$ cat src/rtl/fryer_pkg.sv
// Shared definitions for the air fryer cook timer: state codes, BCD digit limits
// and the default clock rate.
package fryer_pkg;

    localparam int STATE_W      = 3;
    localparam int DIGIT_W      = 4;
    localparam int T_1S_DEFAULT = 1_000_000;

    localparam logic [DIGIT_W-1:0] DIGIT_MAX = 4'd9;

    typedef enum logic [STATE_W-1:0] {
        ST_OFF   = 3'd0,
        ST_SET   = 3'd1,
        ST_RUN   = 3'd2,
        ST_PAUSE = 3'd3,
        ST_DONE  = 3'd4
    } state_t;

    // Wraps 9 -> 0 and also pulls any out-of-range code back to 0.
    function automatic logic [DIGIT_W-1:0] bcd_inc(input logic [DIGIT_W-1:0] d);
        return (d >= DIGIT_MAX) ? '0 : d + 1'b1;
    endfunction

endpackage

$ cat src/rtl/fryer_sec_tick.sv
// Sub-second counter: counts 0..T_1S-1 while enabled, holds otherwise.
// o_tick is the raw terminal-count flag; the user qualifies it with its own enable.
module fryer_sec_tick #(
    parameter int T_1S = 1_000_000,
    parameter int TW   = $clog2(T_1S)
) (
    input  logic clk,
    input  logic rst,
    input  logic i_en,
    input  logic i_clr,
    output logic o_tick
);

    localparam logic [TW-1:0] LAST = TW'(T_1S - 1);

    logic [TW-1:0] r_cnt;

    always_ff @(posedge clk) begin
        if (rst || i_clr) begin
            r_cnt <= '0;
        end else if (i_en) begin
            r_cnt <= (r_cnt == LAST) ? '0 : r_cnt + 1'b1;
        end
    end

    assign o_tick = (r_cnt == LAST);

endmodule

$ cat src/rtl/fryer_cook_timer.sv
// Cook-time setter and countdown: owns the BCD cook time and the cook state machine.
// state | meaning
// OFF   | power switch off, digits 00
// SET   | digits adjustable, waiting for start
// RUN   | heater on, counting down once per second
// PAUSE | heater off, digits and sub-second count frozen
// DONE  | buzzer for BUZZ_S seconds, then back to SET
module fryer_cook_timer
    import fryer_pkg::*;
#(
    parameter int T_1S   = T_1S_DEFAULT,
    parameter int BUZZ_S = 3,
    parameter int TW     = $clog2(T_1S)
) (
    input  logic               clk,
    input  logic               rst,
    input  logic               power_on,
    input  logic               key_start,
    input  logic               key_pause,
    input  logic               key_cancel,
    input  logic               key_inc_ones,
    input  logic               key_inc_tens,
    output logic [DIGIT_W-1:0] tens,
    output logic [DIGIT_W-1:0] ones,
    output logic [STATE_W-1:0] state,
    output logic               heating,
    output logic               buzzer,
    output logic               done_pulse
);

    localparam int BW = (BUZZ_S > 1) ? $clog2(BUZZ_S) : 1;
    localparam logic [BW-1:0] BUZZ_LAST = BW'(BUZZ_S - 1);

    state_t             r_state, w_state_nx;
    logic [DIGIT_W-1:0] r_tens, r_ones, w_tens_nx, w_ones_nx;
    logic [BW-1:0]      r_buzz, w_buzz_nx;
    logic               r_heating, r_buzzer, r_done_pulse;
    logic               w_cnt_en, w_cnt_clr, w_tick, w_any_key;

    fryer_sec_tick #(.T_1S(T_1S), .TW(TW)) u_sec_tick (
        .clk    (clk),
        .rst    (rst),
        .i_en   (w_cnt_en),
        .i_clr  (w_cnt_clr),
        .o_tick (w_tick)
    );

    assign w_any_key = key_start | key_pause | key_cancel | key_inc_ones | key_inc_tens;

    always_ff @(posedge clk) begin
        if (rst) begin
            r_state      <= ST_OFF;
            r_tens       <= '0;
            r_ones       <= '0;
            r_buzz       <= '0;
            r_heating    <= 1'b0;
            r_buzzer     <= 1'b0;
            r_done_pulse <= 1'b0;
        end else begin
            r_state      <= w_state_nx;
            r_tens       <= w_tens_nx;
            r_ones       <= w_ones_nx;
            r_buzz       <= w_buzz_nx;
            r_heating    <= (w_state_nx == ST_RUN);
            r_buzzer     <= (w_state_nx == ST_DONE);
            r_done_pulse <= (w_state_nx == ST_DONE) && (r_state != ST_DONE);
        end
    end

    always_comb begin
        w_state_nx = r_state;
        w_tens_nx  = r_tens;
        w_ones_nx  = r_ones;
        w_buzz_nx  = '0;
        w_cnt_en   = 1'b0;
        w_cnt_clr  = 1'b0;
        if (!power_on) begin
            w_state_nx = ST_OFF;
            w_tens_nx  = '0;
            w_ones_nx  = '0;
            w_cnt_clr  = 1'b1;
        end else begin
            case (r_state)
                ST_OFF: begin
                    w_state_nx = ST_SET;
                    w_tens_nx  = '0;
                    w_ones_nx  = '0;
                    w_cnt_clr  = 1'b1;
                end
                ST_SET: begin
                    w_cnt_clr = 1'b1;
                    if (key_cancel) begin
                        w_tens_nx = '0;
                        w_ones_nx = '0;
                    end else if (key_start && (r_tens != '0 || r_ones != '0)) begin
                        w_state_nx = ST_RUN;
                    end else begin
                        if (key_inc_ones) w_ones_nx = bcd_inc(r_ones);
                        if (key_inc_tens) w_tens_nx = bcd_inc(r_tens);
                    end
                end
                ST_RUN: begin
                    if (key_cancel) begin
                        w_state_nx = ST_SET;
                        w_tens_nx  = '0;
                        w_ones_nx  = '0;
                        w_cnt_clr  = 1'b1;
                    end else begin
                        // The pause cycle still counts as run time, so resume stays exact.
                        w_cnt_en = 1'b1;
                        if (w_tick) begin
                            if (r_ones == '0) begin
                                w_ones_nx = DIGIT_MAX;
                                w_tens_nx = r_tens - 1'b1;
                            end else begin
                                w_ones_nx = r_ones - 1'b1;
                            end
                        end
                        if (w_tick && r_tens == '0 && r_ones == 4'd1) begin
                            w_state_nx = ST_DONE;
                            w_cnt_clr  = 1'b1;
                        end else if (key_pause) begin
                            w_state_nx = ST_PAUSE;
                        end
                    end
                end
                ST_PAUSE: begin
                    if (key_cancel) begin
                        w_state_nx = ST_SET;
                        w_tens_nx  = '0;
                        w_ones_nx  = '0;
                        w_cnt_clr  = 1'b1;
                    end else if (key_start) begin
                        w_state_nx = ST_RUN;
                    end
                end
                ST_DONE: begin
                    w_tens_nx = '0;
                    w_ones_nx = '0;
                    if (w_any_key) begin
                        w_state_nx = ST_SET;
                        w_cnt_clr  = 1'b1;
                    end else begin
                        w_cnt_en  = 1'b1;
                        w_buzz_nx = r_buzz;
                        if (w_tick) begin
                            if (r_buzz == BUZZ_LAST) begin
                                w_state_nx = ST_SET;
                                w_cnt_clr  = 1'b1;
                                w_buzz_nx  = '0;
                            end else begin
                                w_buzz_nx = r_buzz + 1'b1;
                            end
                        end
                    end
                end
                default: begin
                    w_state_nx = ST_OFF;
                    w_tens_nx  = '0;
                    w_ones_nx  = '0;
                    w_cnt_clr  = 1'b1;
                end
            endcase
        end
    end

    assign tens       = r_tens;
    assign ones       = r_ones;
    assign state      = r_state;
    assign heating    = r_heating;
    assign buzzer     = r_buzzer;
    assign done_pulse = r_done_pulse;

endmodule

$ cat config.mk
export PLATFORM = sky130hd
export DESIGN_NAME = fryer_cook_timer
export DESIGN_NICKNAME = d
export VERILOG_FILES = /design/src/rtl/fryer_pkg.sv /design/src/rtl/fryer_sec_tick.sv /design/src/rtl/fryer_cook_timer.sv
export SDC_FILE = /design/constraint.sdc
export NUM_CORES = 1
export LEC_CHECK = 0
export ABC_AREA = 0
export CAP_MARGIN = 40
export CORE_MARGIN = 10
export CORE_UTILIZATION = 50
export CTS_CLUSTER_DIAMETER = 60
export DETAILED_ROUTE_END_ITERATION = 8
export PLACE_DENSITY = 0.75
export SLEW_MARGIN = 20
export SYNTH_ARGS = -nofsm -noshare
export SYNTH_HDL_FRONTEND = slang
export SYNTH_SLANG_ARGS = --single-unit
$ cat constraint.sdc
create_clock -name clk -period 2.31 [get_ports clk]
set_input_delay 0.462 -clock clk [delete_from_list [all_inputs] [get_ports clk]]
set_output_delay 0.462 -clock clk [all_outputs]
set_load 0.01 [all_outputs]
======== Word level (Yosys, flattened, before mapping) ========
Cells that the tools add are included.
storage, ports and cells
  word-level logic and storage cells ...... 96
  flip-flop bits (word level) ............. 36
  output and inout bits ................... 14
operators by class
  mux-type cells .......................... 43
  add/subtract/negate cells ............... 6
  reduce and logical (&&, ||, !) cells .... 15
  bitwise operators ....................... 6
  eq/ne operators ......................... 16
  $lt $le $gt $ge ......................... 2
operator list
  kind                                                                    number
  4-bit 2-to-1 mux                                                        15
  3-bit 2-to-1 mux                                                        11
  4-bit one-hot mux with 3 select lines                                   2
  20-bit by 1-bit adder with 20-bit output (second input constant)        1
  20-bit equality test (second input constant)                            1
  20-bit 2-to-1 mux                                                       1
  3-bit inequality test (second input constant)                           6
  3-bit one-hot mux with 5 select lines                                   1
  1-bit 2-to-1 mux                                                        10
  3-bit by 2-bit equality test with 1-bit output (second input constant)  3
  4-bit by 1-bit adder with 4-bit output (second input constant)          2
  4-bit >= comparator (second input constant)                             2
  4-bit zero test                                                         2
  4-bit nonzero test                                                      2
  4-bit by 1-bit subtractor with 4-bit output (second input constant)     2
  3-bit equality test (second input constant)                             2
  5-bit AND reduction                                                     1
  4-bit by 1-bit equality test with 1-bit output (second input constant)  1
  1-bit logical AND                                                       4
  1-bit bitwise OR                                                        4
  4-bit AND reduction                                                     1
  4-bit OR reduction                                                      1
  3-bit by 1-bit equality test with 1-bit output (second input constant)  1
  3-bit zero test                                                         1
  9 further kinds                                                         11

======== Logic depth before layout (Yosys ltp) ========
Gate-level depths: netlist of run 1.
  word-level depth ........................ 9
  gate-level depth with buffers ........... 8
  depth with buffers taken out ............ 7

======== Hierarchy ========
A second synthesis of run 1 with hierarchy kept.
second synthesis, totals
  cells, all modules ...................... 271
  area, all modules ....................... 2232.1 um2
modules (own cells, without submodules)
  module            area an instance (um2)  times used  sequential area each (um2)  cells each
  fryer_cook_timer  1270.0                  1           320.3                       160
  fryer_sec_tick    962.2                   1           400.4                       111

======== Least setup slack after synthesis of run 1 ========
OpenSTA, ideal clock, no wires.
  path type ............................... reg-to-reg
  start ................................... register r_state[1], in the netlist state[1]
  end ..................................... register u_sec_tick.r_cnt[3]
  slack ................................... 0.240 ns
  arrival ................................. 1.996 ns
  setup time .............................. 0.074 ns
  path buffers ............................ 2
  stages on the path, launching flop included .. 8
  clock period less this slack ............ 2.070 ns
  path through ............................ dfxtp_1 buf_2 nor3b_1 a31oi_4 or2_1 buf_2 or4_1 a31oi_1
on the way
  cells in the longest elaborated chain, start to end .. 4
  elaborated cells on any way between the ends .. 8
RTL lines
  element                                                                                       line                    text
  start, declared                                                                               fryer_cook_timer.sv:34  state_t r_state, w_state_nx;
  start signal, assigned                                                                        fryer_cook_timer.sv:60  r_state <= w_state_nx;
  3-bit equality test / 3-bit by 2-bit equality test with 1-bit output (equally long branches)  fryer_cook_timer.sv:83  case (r_state)
  1-bit one-hot mux with 3 select lines                                                         fryer_cook_timer.sv:83
  1-bit 2-to-1 mux                                                                              fryer_cook_timer.sv:77  if (!power_on) begin
  1-bit logical OR                                                                              fryer_sec_tick.sv:19    if (rst || i_clr) begin
  end signal, assigned                                                                          fryer_sec_tick.sv:22    r_cnt <= (r_cnt == LAST) ? '0 : r_cnt + 1'b1;
  end, declared                                                                                 fryer_sec_tick.sv:16    logic [TW-1:0] r_cnt;
Several ways; a longest one is shown, not always the timed one.
A chain may end at the register's enable or synchronous reset.

======== Worst setup path after layout of run 1 ========
  start ................................... input port key_pause
  end ..................................... register u_sec_tick.r_cnt[3]
on the way
  cells in the longest elaborated chain, start to end .. 8
  elaborated cells on any way between the ends .. 11
RTL lines
  element                                line                     text
  start, declared                        fryer_cook_timer.sv:19   input logic key_pause,
  1-bit bitwise OR * (4 in a row)        fryer_cook_timer.sv:48   assign w_any_key = key_start | key_pause | key_cancel | key_inc_ones | key_inc_tens;
  1-bit 2-to-1 mux                       fryer_cook_timer.sv:140  if (w_any_key) begin
  1-bit one-hot mux with 3 select lines  fryer_cook_timer.sv:83
  1-bit 2-to-1 mux                       fryer_cook_timer.sv:77
  1-bit logical OR                       fryer_sec_tick.sv:19
Every way passes the cells marked *; elsewhere a longest branch is shown, timed or not.

==> summary.md, run 1 <==
| Metric | Value |
|---|---|
| Final setup vio count | `0` |
| Die outline width | `87.7 um` |
| PortBufs | `21` |
| HP Start | `r_buzz[1]` |
| Placer Congestion | `0.936` |
| Vias in the first global route | `2161` |
| EDFF count, synth | `0` |
| WP buf/inv | `1` |
| Share of cells above drive strength 1 | `0.180` |
| Mean Syn Cell Area | `8.12 um2` |
| Async SR Flop Fraction | `0` |
| CP Capture Type | `register` |
| Cell count after synthesis | `282` |
| Initial Utilization | `0.523` |
| DR vias/cell | `5.92` |
| Slew Viols, Final | `0` |
| Critical setup path kind | `input port to register` |
| Fill count | `392` |
| RSZ-0062 raised after global routing | `false` |
| Total wire length | `6010 um` |
| Multi-input logic area | `0.00150 mm2` |
| Logic gate share of total power | `0.071` |
| Hold-fix buffers at CTS | `0` |
| Worst-margin pin slew | `0.463 ns` |
| Drt pass-1 iters | `4` |
| Sequential share of power | `0.528` |
| Switching power | `277 uW` |
| Hold Slack | `0.496 ns` |
| Syn Nets | `298` |
| Worst R2R Start | `u_sec_tick.r_cnt[0]` |
| Max IR drop VDD | `0.299 mV` |
| Max_cap viols | `0` |
| Number of synthesized register bits | `36` |
| Cell Rows | `24` |
| YS warnings | `0` |
| HPWL Detailed | `4550 um` |
| Clock power share | `0.402` |
| Crit path from | `key_pause` |
| Clock transition at the registers of the reported paths | `0.07 ns` |
| Fmax | `446 MHz` |
| Initial DRC count | `168` |
| Number of antenna violations at the first check in global routing | `0` |
| CP Launch Type | `input port` |
| CTS root buf | `clkbuf_8` |
| Die H | `87.7 um` |
| Lkg Pwr | `0.000949 uW` |
| Net Sw Frac | `0.234` |
| Area growth syn-to-layout | `27.2%` |
| Post-synth top flop | `dfxtp_1` |
| Arrival time worst endpoint | `2.46 ns` |
| CP required | `2.53 ns` |
| Cell Area, Synth | `0.00229 mm2` |
| Crit path largest cell delay | `0.51 ns` |
| First-pass GRT wire length | `10100 um` |
| Register area | `721 um2` |
| Seq/Total Area, Yosys | `0.315` |
| Endpoints failing hold | `0` |
| Setup Buffers After CTS | `0` |
| Tcrit/Tclk final | `0.971` |
| Power Internal | `905 uW` |
| Nets | `349` |
| Clk_lat worst skew | `0.28 ns` |
| Outcome | `completed` |
| TritonCTS clock tree | `built` |
| Crit-path max FO | `5` |
| Setup TNS | `0 ns` |
| Vias post-DR | `2284` |
| Final ANT Viol Nets | `0` |
| Wire per inst | `15.6 um` |
| Period minus WS final | `2.24 ns` |
| Total congestion overflow | `0` |
| Largest net degree at the start of global routing | `19` |
| Slew headroom | `0.688` |
| CP cell instances | `clkdlybuf4s50_1, nor4b_4, a31oi_4, or2_4, or4_1, a31oi_1` |
| H-tree Lvls | `2` |
| Total GRT Usage | `0.157` |
| Antenna fix cells | `0` |
| Hold Crit Class | `register to register` |
| CP max stage cell | `or4_1` |
| DRC Markers | `0` |
| I/O pins | `22` |
| Top Family by Delay on Critical Path | `simple AND/OR/NAND/NOR gates` |
| Clock Sinks | `36` |
| Count of cell types in the netlist | `54` |
| DIE AREA | `0.00769 mm2` |
| Inserted Clock Buffers | `5` |
| Core Box Area | `0.00438 mm2` |
| PD cells | `406 mW/mm2` |
| Clk_skew | `0.00545 ns` |
| Max Buffers Root-to-Sink | `2` |
[registers in the layout, indices dropped and copies added (netlist names)]
name,cells
heating,1
buzzer,1
r_buzz,2
done_pulse,1
u_sec_tick.r_cnt,20
tens,4
state,3
ones,4
[power by group through the flow]
stage | Clock, uW | Sequential (uW) | Combinational, uW
after CTS | 481 | 624 | 81.0
after floorplan | 0 | 638 | 33.4
final | 475 | 624 | 83.7
after detailed placement | 0 | 638 | 80.3
after global placement | 0 | 639 | 78.9
after global routing | 506 | 624 | 88.9
[cells by family (layout without fill, tap and decap cells)]
| logic type | Yosys count | count (layout) | synth area share |
|---|---|---|---|
| flops | 36 | 36 | 0.315 |
| mux | 6 | 6 | 0.0262 |
| compound gates | 61 | 61 | 0.180 |
| xor+xnor | 15 | 15 | 0.0573 |
| simple gates | 132 | 132 | 0.338 |
| fa+ha+maj | 8 | 8 | 0.0437 |
| buf+inv | 24 | 76 | 0.0404 |
[what timing repair did]
action,in CTS,in global routing
hold endpoints to repair,0,0
resized for setup,0,6
setup endpoints to repair,0,24
[final timing paths]
check        slack, ns              endpoint  cells past startpoint
min               0.50             r_buzz[1]                      2
max               0.07   u_sec_tick.r_cnt[3]                      6
min reg2reg       0.50             r_buzz[1]                      2
max reg2reg       0.21  u_sec_tick.r_cnt[12]                      6
[Yosys cell counts (3+ instances only)]
cell type / n / area share
a21o_1: 5 / 0.016
a21oi_1: 15 / 0.033
a31oi_1: 3 / 0.0082
and2_1: 3 / 0.0082
and3_1: 3 / 0.0082
and4_1: 3 / 0.011
clkbuf_1: 9 / 0.015
dfxtp_1: 36 / 0.31
ha_1: 8 / 0.044
inv_1: 12 / 0.020
mux2i_1: 6 / 0.026
nand2_1: 25 / 0.041
nand3_1: 13 / 0.028
nand3b_1: 3 / 0.0098
nand4_1: 6 / 0.016
nor2_1: 27 / 0.044
nor3_1: 10 / 0.022
nor3b_1: 7 / 0.023
nor4b_1: 5 / 0.019
nor4b_2: 3 / 0.020
o21ai_0: 14 / 0.031
o31ai_1: 3 / 0.0098
or3b_2: 3 / 0.011
or4_1: 7 / 0.023
xnor2_1: 15 / 0.057
[area by class of cell]
cell class,instances,area share
clock buffers,7,0.0296
well taps,52,0.0223
repair buffers,56,0.167
inverters,12,0.0155
clock inverters,1,0.00258
multi-input cells,222,0.515
flip-flops and latches,36,0.247
[per-layer routing]
layer / up-vias / GRT usage / routed length, um
met2: 60 / 0.243 / 2740
met3: 12 / 0.0353 / 342
met4: 0 / 0.0348 / 87
met5: - / 0 / 0
met1: 1076 / 0.217 / 2830
li1: 1136 / - / -
[through the flow]
| stage | cells | setup slack [ns] | cell area (um2) | total power (uW) | utilization |
|---|---|---|---|---|---|
| global route | 386 | 0.000534 | 2910 | 1220 | 0.665 |
| floorplan | 282 | 0.240 | 2290 | 672 | - |
| detailed placement | 378 | -0.280 | 2790 | 719 | 0.637 |
| CTS | 386 | 0.0138 | 2890 | 1190 | 0.659 |
| finish | 386 | 0.0659 | 2910 | 1180 | 0.665 |
| global placement | 378 | -0.233 | 2790 | 717 | 0.637 |
[placed cells by master, fill, tap and decap left out, types with 4 or more instances in the layout]
master           count
nor2_1              27
nand4_1              6
or4_1                7
nand3_1             13
dfxtp_1             36
buf_4               34
mux2i_1              6
a21o_1               5
ha_1                 8
a21oi_1             15
inv_1               12
clkbuf_8             6
nor4b_2              4
clkdlybuf4s50_1     20
nor3_1              10
o21ai_0             13
nor3b_1              7
nand2_1             25
xnor2_1             15
[tightest hold or removal path: stages, from the launching register on]
cell and delay, ns:
dfxtp_1 0.34, nand2_1 0.06, a21oi_1 0.05
No activity file was read; power rests on OpenSTA's default activity.
==> run 2: changes to the inputs <==
--- a/config.mk
+++ b/config.mk
@@ -8,10 +8,10 @@
 export ABC_AREA = 0
 export CAP_MARGIN = 40
 export CORE_MARGIN = 10
-export CORE_UTILIZATION = 50
+export CORE_UTILIZATION = 35
 export CTS_CLUSTER_DIAMETER = 60
 export DETAILED_ROUTE_END_ITERATION = 8
-export PLACE_DENSITY = 0.75
+export PLACE_DENSITY = 0.57
 export SLEW_MARGIN = 20
 export SYNTH_ARGS = -nofsm -noshare
 export SYNTH_HDL_FRONTEND = slang
==> summary.md, run 2 (synthesis results as in run 1) <==
| Metric | Value |
|---|---|
| Wire per inst | `14.8 um (was 15.6 um)` |
| TritonCTS clock tree | `built (unchanged)` |
| Worst R2R Start | `ones[1] (was u_sec_tick.r_cnt[0])` |
| CTS root buf | `clkbuf_8 (unchanged)` |
| Core Box Area | `0.00635 mm2 (was 0.00438 mm2)` |
| Die outline width | `101 um (was 87.7 um)` |
| RR Endpoint | `ones[0] (was u_sec_tick.r_cnt[12])` |
| Nets | `355 (was 349)` |
| RSZ-0062 raised after global routing | `false (unchanged)` |
| HPWL Detailed | `4670 um (was 4550 um)` |
| I/O pins | `22 (unchanged)` |
| Hold Crit Class | `register to register (unchanged)` |
| Inserted Clock Buffers | `5 (unchanged)` |
| Final setup vio count | `0 (unchanged)` |
| Hold path cells | `2 (unchanged)` |
| PortBufs | `21 (unchanged)` |
| Critical setup path kind | `input port to register (unchanged)` |
| DR vias/cell | `5.47 (was 5.92)` |
| Vias post-DR | `2281 (was 2284)` |
| Area growth syn-to-layout | `30.7% (was 27.2%)` |
| Commonest non-fill, non-tap cell in the layout | `buf_4 (was dfxtp_1)` |
| Largest net degree at the start of global routing | `19 (unchanged)` |
| Place WS | `-0.271 ns (was -0.280 ns)` |
| Initial DRC count | `81 (was 168)` |
| Cell Rows | `29 (was 24)` |
| Die H | `101 um (was 87.7 um)` |
| Initial Utilization | `0.361 (was 0.523)` |
| Number of antenna violations at the first check in global routing | `0 (unchanged)` |
| Max reg flops | `20 (unchanged)` |
| Worst-margin pin slew | `0.466 ns (was 0.463 ns)` |
| Total wire length | `6180 um (was 6010 um)` |
| Max Buffers Root-to-Sink | `2 (unchanged)` |
| Tcrit/Tclk final | `0.951 (was 0.971)` |
| CP required | `2.53 ns (about the same)` |
| Max IR drop VDD | `0.248 mV (was 0.299 mV)` |
| Clk_skew | `0.00658 ns (was 0.00545 ns)` |
| Setup TNS | `0 ns (unchanged)` |
| Biggest register | `u_sec_tick.r_cnt (unchanged)` |
| Vias in the first global route | `2071 (was 2161)` |
| R2R cell count | `7 (was 6)` |
| Total congestion overflow | `0 (unchanged)` |
| Final setup margin | `0.114 ns (was 0.0659 ns)` |
| Worst Hold Path EP | `r_buzz[1] (unchanged)` |
| Total power | `1270 uW (was 1180 uW)` |
| Inst Count DP | `409 (was 378)` |
| DIE AREA | `0.0102 mm2 (was 0.00769 mm2)` |
| HP Start | `r_buzz[1] (unchanged)` |
| Placer Congestion | `0.867 (was 0.936)` |
| Endpoints failing hold | `0 (unchanged)` |
| Max_cap viols | `0 (unchanged)` |
| Fmax | `455 MHz (was 446 MHz)` |
| H-tree Lvls | `2 (unchanged)` |
| CP Capture Type | `register (unchanged)` |
| First-pass GRT wire length | `10300 um (was 10100 um)` |
| Final non-filler cell total | `417 (was 386)` |
| Arrival time worst endpoint | `2.42 ns (was 2.46 ns)` |
| Crit-path max FO | `6 (was 5)` |
| DRC Markers | `0 (unchanged)` |
| Clock Sinks | `36 (unchanged)` |
| Antenna fix cells | `0 (unchanged)` |
| Share of cells above drive strength 1 | `0.191 (was 0.180)` |
| Final ANT Viol Nets | `0 (unchanged)` |
| PD cells | `424 mW/mm2 (was 406 mW/mm2)` |
| Drt pass-1 iters | `4 (unchanged)` |
| Commonest cells after routing, fill and taps aside | `40 x buf_4, 36 x dfxtp_1, 27 x nor2_1 (was 36 x dfxtp_1, 34 x buf_4, 27 x nor2_1)` |
| Fill count | `618 (was 392)` |
| Slew headroom | `0.687 (was 0.688)` |
| Total GRT Usage | `0.125 (was 0.157)` |
| CP Launch Type | `input port (unchanged)` |
| Slew Viols, Final | `0 (unchanged)` |
| Clock transition at the registers of the reported paths | `0.07 ns (about the same)` |
| Period minus WS final | `2.20 ns (was 2.24 ns)` |
| Clk_lat worst skew | `0.30 ns (was 0.28 ns)` |
| Outcome | `completed (unchanged)` |
| Lkg Pwr | `0.000989 uW (was 0.000949 uW)` |
| R2R Setup Slk | `0.17 ns (was 0.21 ns)` |
[run 2: per-layer routing]
layer / track usage / vias up / routed length [um] / part of all wire
met5: 0 / - / 0 / 0
met4: 0.0536 / 0 / 124 / 0.020
met1: 0.165 / 1062 / 3000 / 0.49
li1: - / 1151 / - / -
met2: 0.189 / 57 / 2690 / 0.44
met3: 0.0274 / 11 / 359 / 0.058
[run 2: area by class of cell]
cell class                 instances  area [um2]  share of cell area
timing repair buffer              62         533               0.178
tap                               77        96.3              0.0322
multi-input combinational        222        1490               0.498
sequential                        36         721               0.241
clock buffer                       6        72.6              0.0242
clock inverter                     2        35.0              0.0117
inverter                          12        45.0              0.0150
[run 2: where the power goes]
group / internal [uW] / switching (uW) / total [uW] / leakage (uW)
registers: 621 / 3.09 / 624 / 0.000290
logic: 43.8 / 39.7 / 83.5 / 0.000644
clock network: 320 / 241 / 562 / 0.0000552
total: 986 / 284 / 1270 / 0.000989
[run 2: worst max-delay path by stage]
| stage | start | end | slack [ns] | cells past startpoint |
|---|---|---|---|---|
| after detailed placement | key_cancel | u_sec_tick.r_cnt[3] | -0.27 | 6 |
| after CTS | key_cancel | u_sec_tick.r_cnt[3] | 0.003 | 6 |
| final | key_pause | u_sec_tick.r_cnt[3] | 0.11 | 6 |
| after global placement | key_cancel | u_sec_tick.r_cnt[3] | -0.26 | 6 |
| after global routing | key_pause | u_sec_tick.r_cnt[3] | 0.02 | 6 |
| after floorplan | state[1] | u_sec_tick.r_cnt[3] | 0.24 | 7 |
[run 2: stage by stage]
stage	hold WS, ns	cell area [um2]	util
3_3_place_gp	0.469	2870	0.452
3_5_place_dp	0.475	2870	0.452
6_report	0.481	2990	0.472
4_1_cts	0.485	2980	0.469
5_1_grt	0.498	2990	0.472
2_1_floorplan	0.447	2290	-
[run 2: what timing repair did]
| item | 4_1_cts | 5_1_grt |
|---|---|---|
| hold buffers | 0 | 0 |
| setup endpoints to repair | 0 | 15 |
| setup buffers | 0 | 0 |
| resized for setup | 0 | 4 |
[run 2: worst max-delay path, stage by stage]
cell and delay, ns:
clkdlybuf4s50_1 0.47, nor4b_4 0.40, a31oi_4 0.12, or2_1 0.28, or4_1 0.51, a31oi_1 0.18
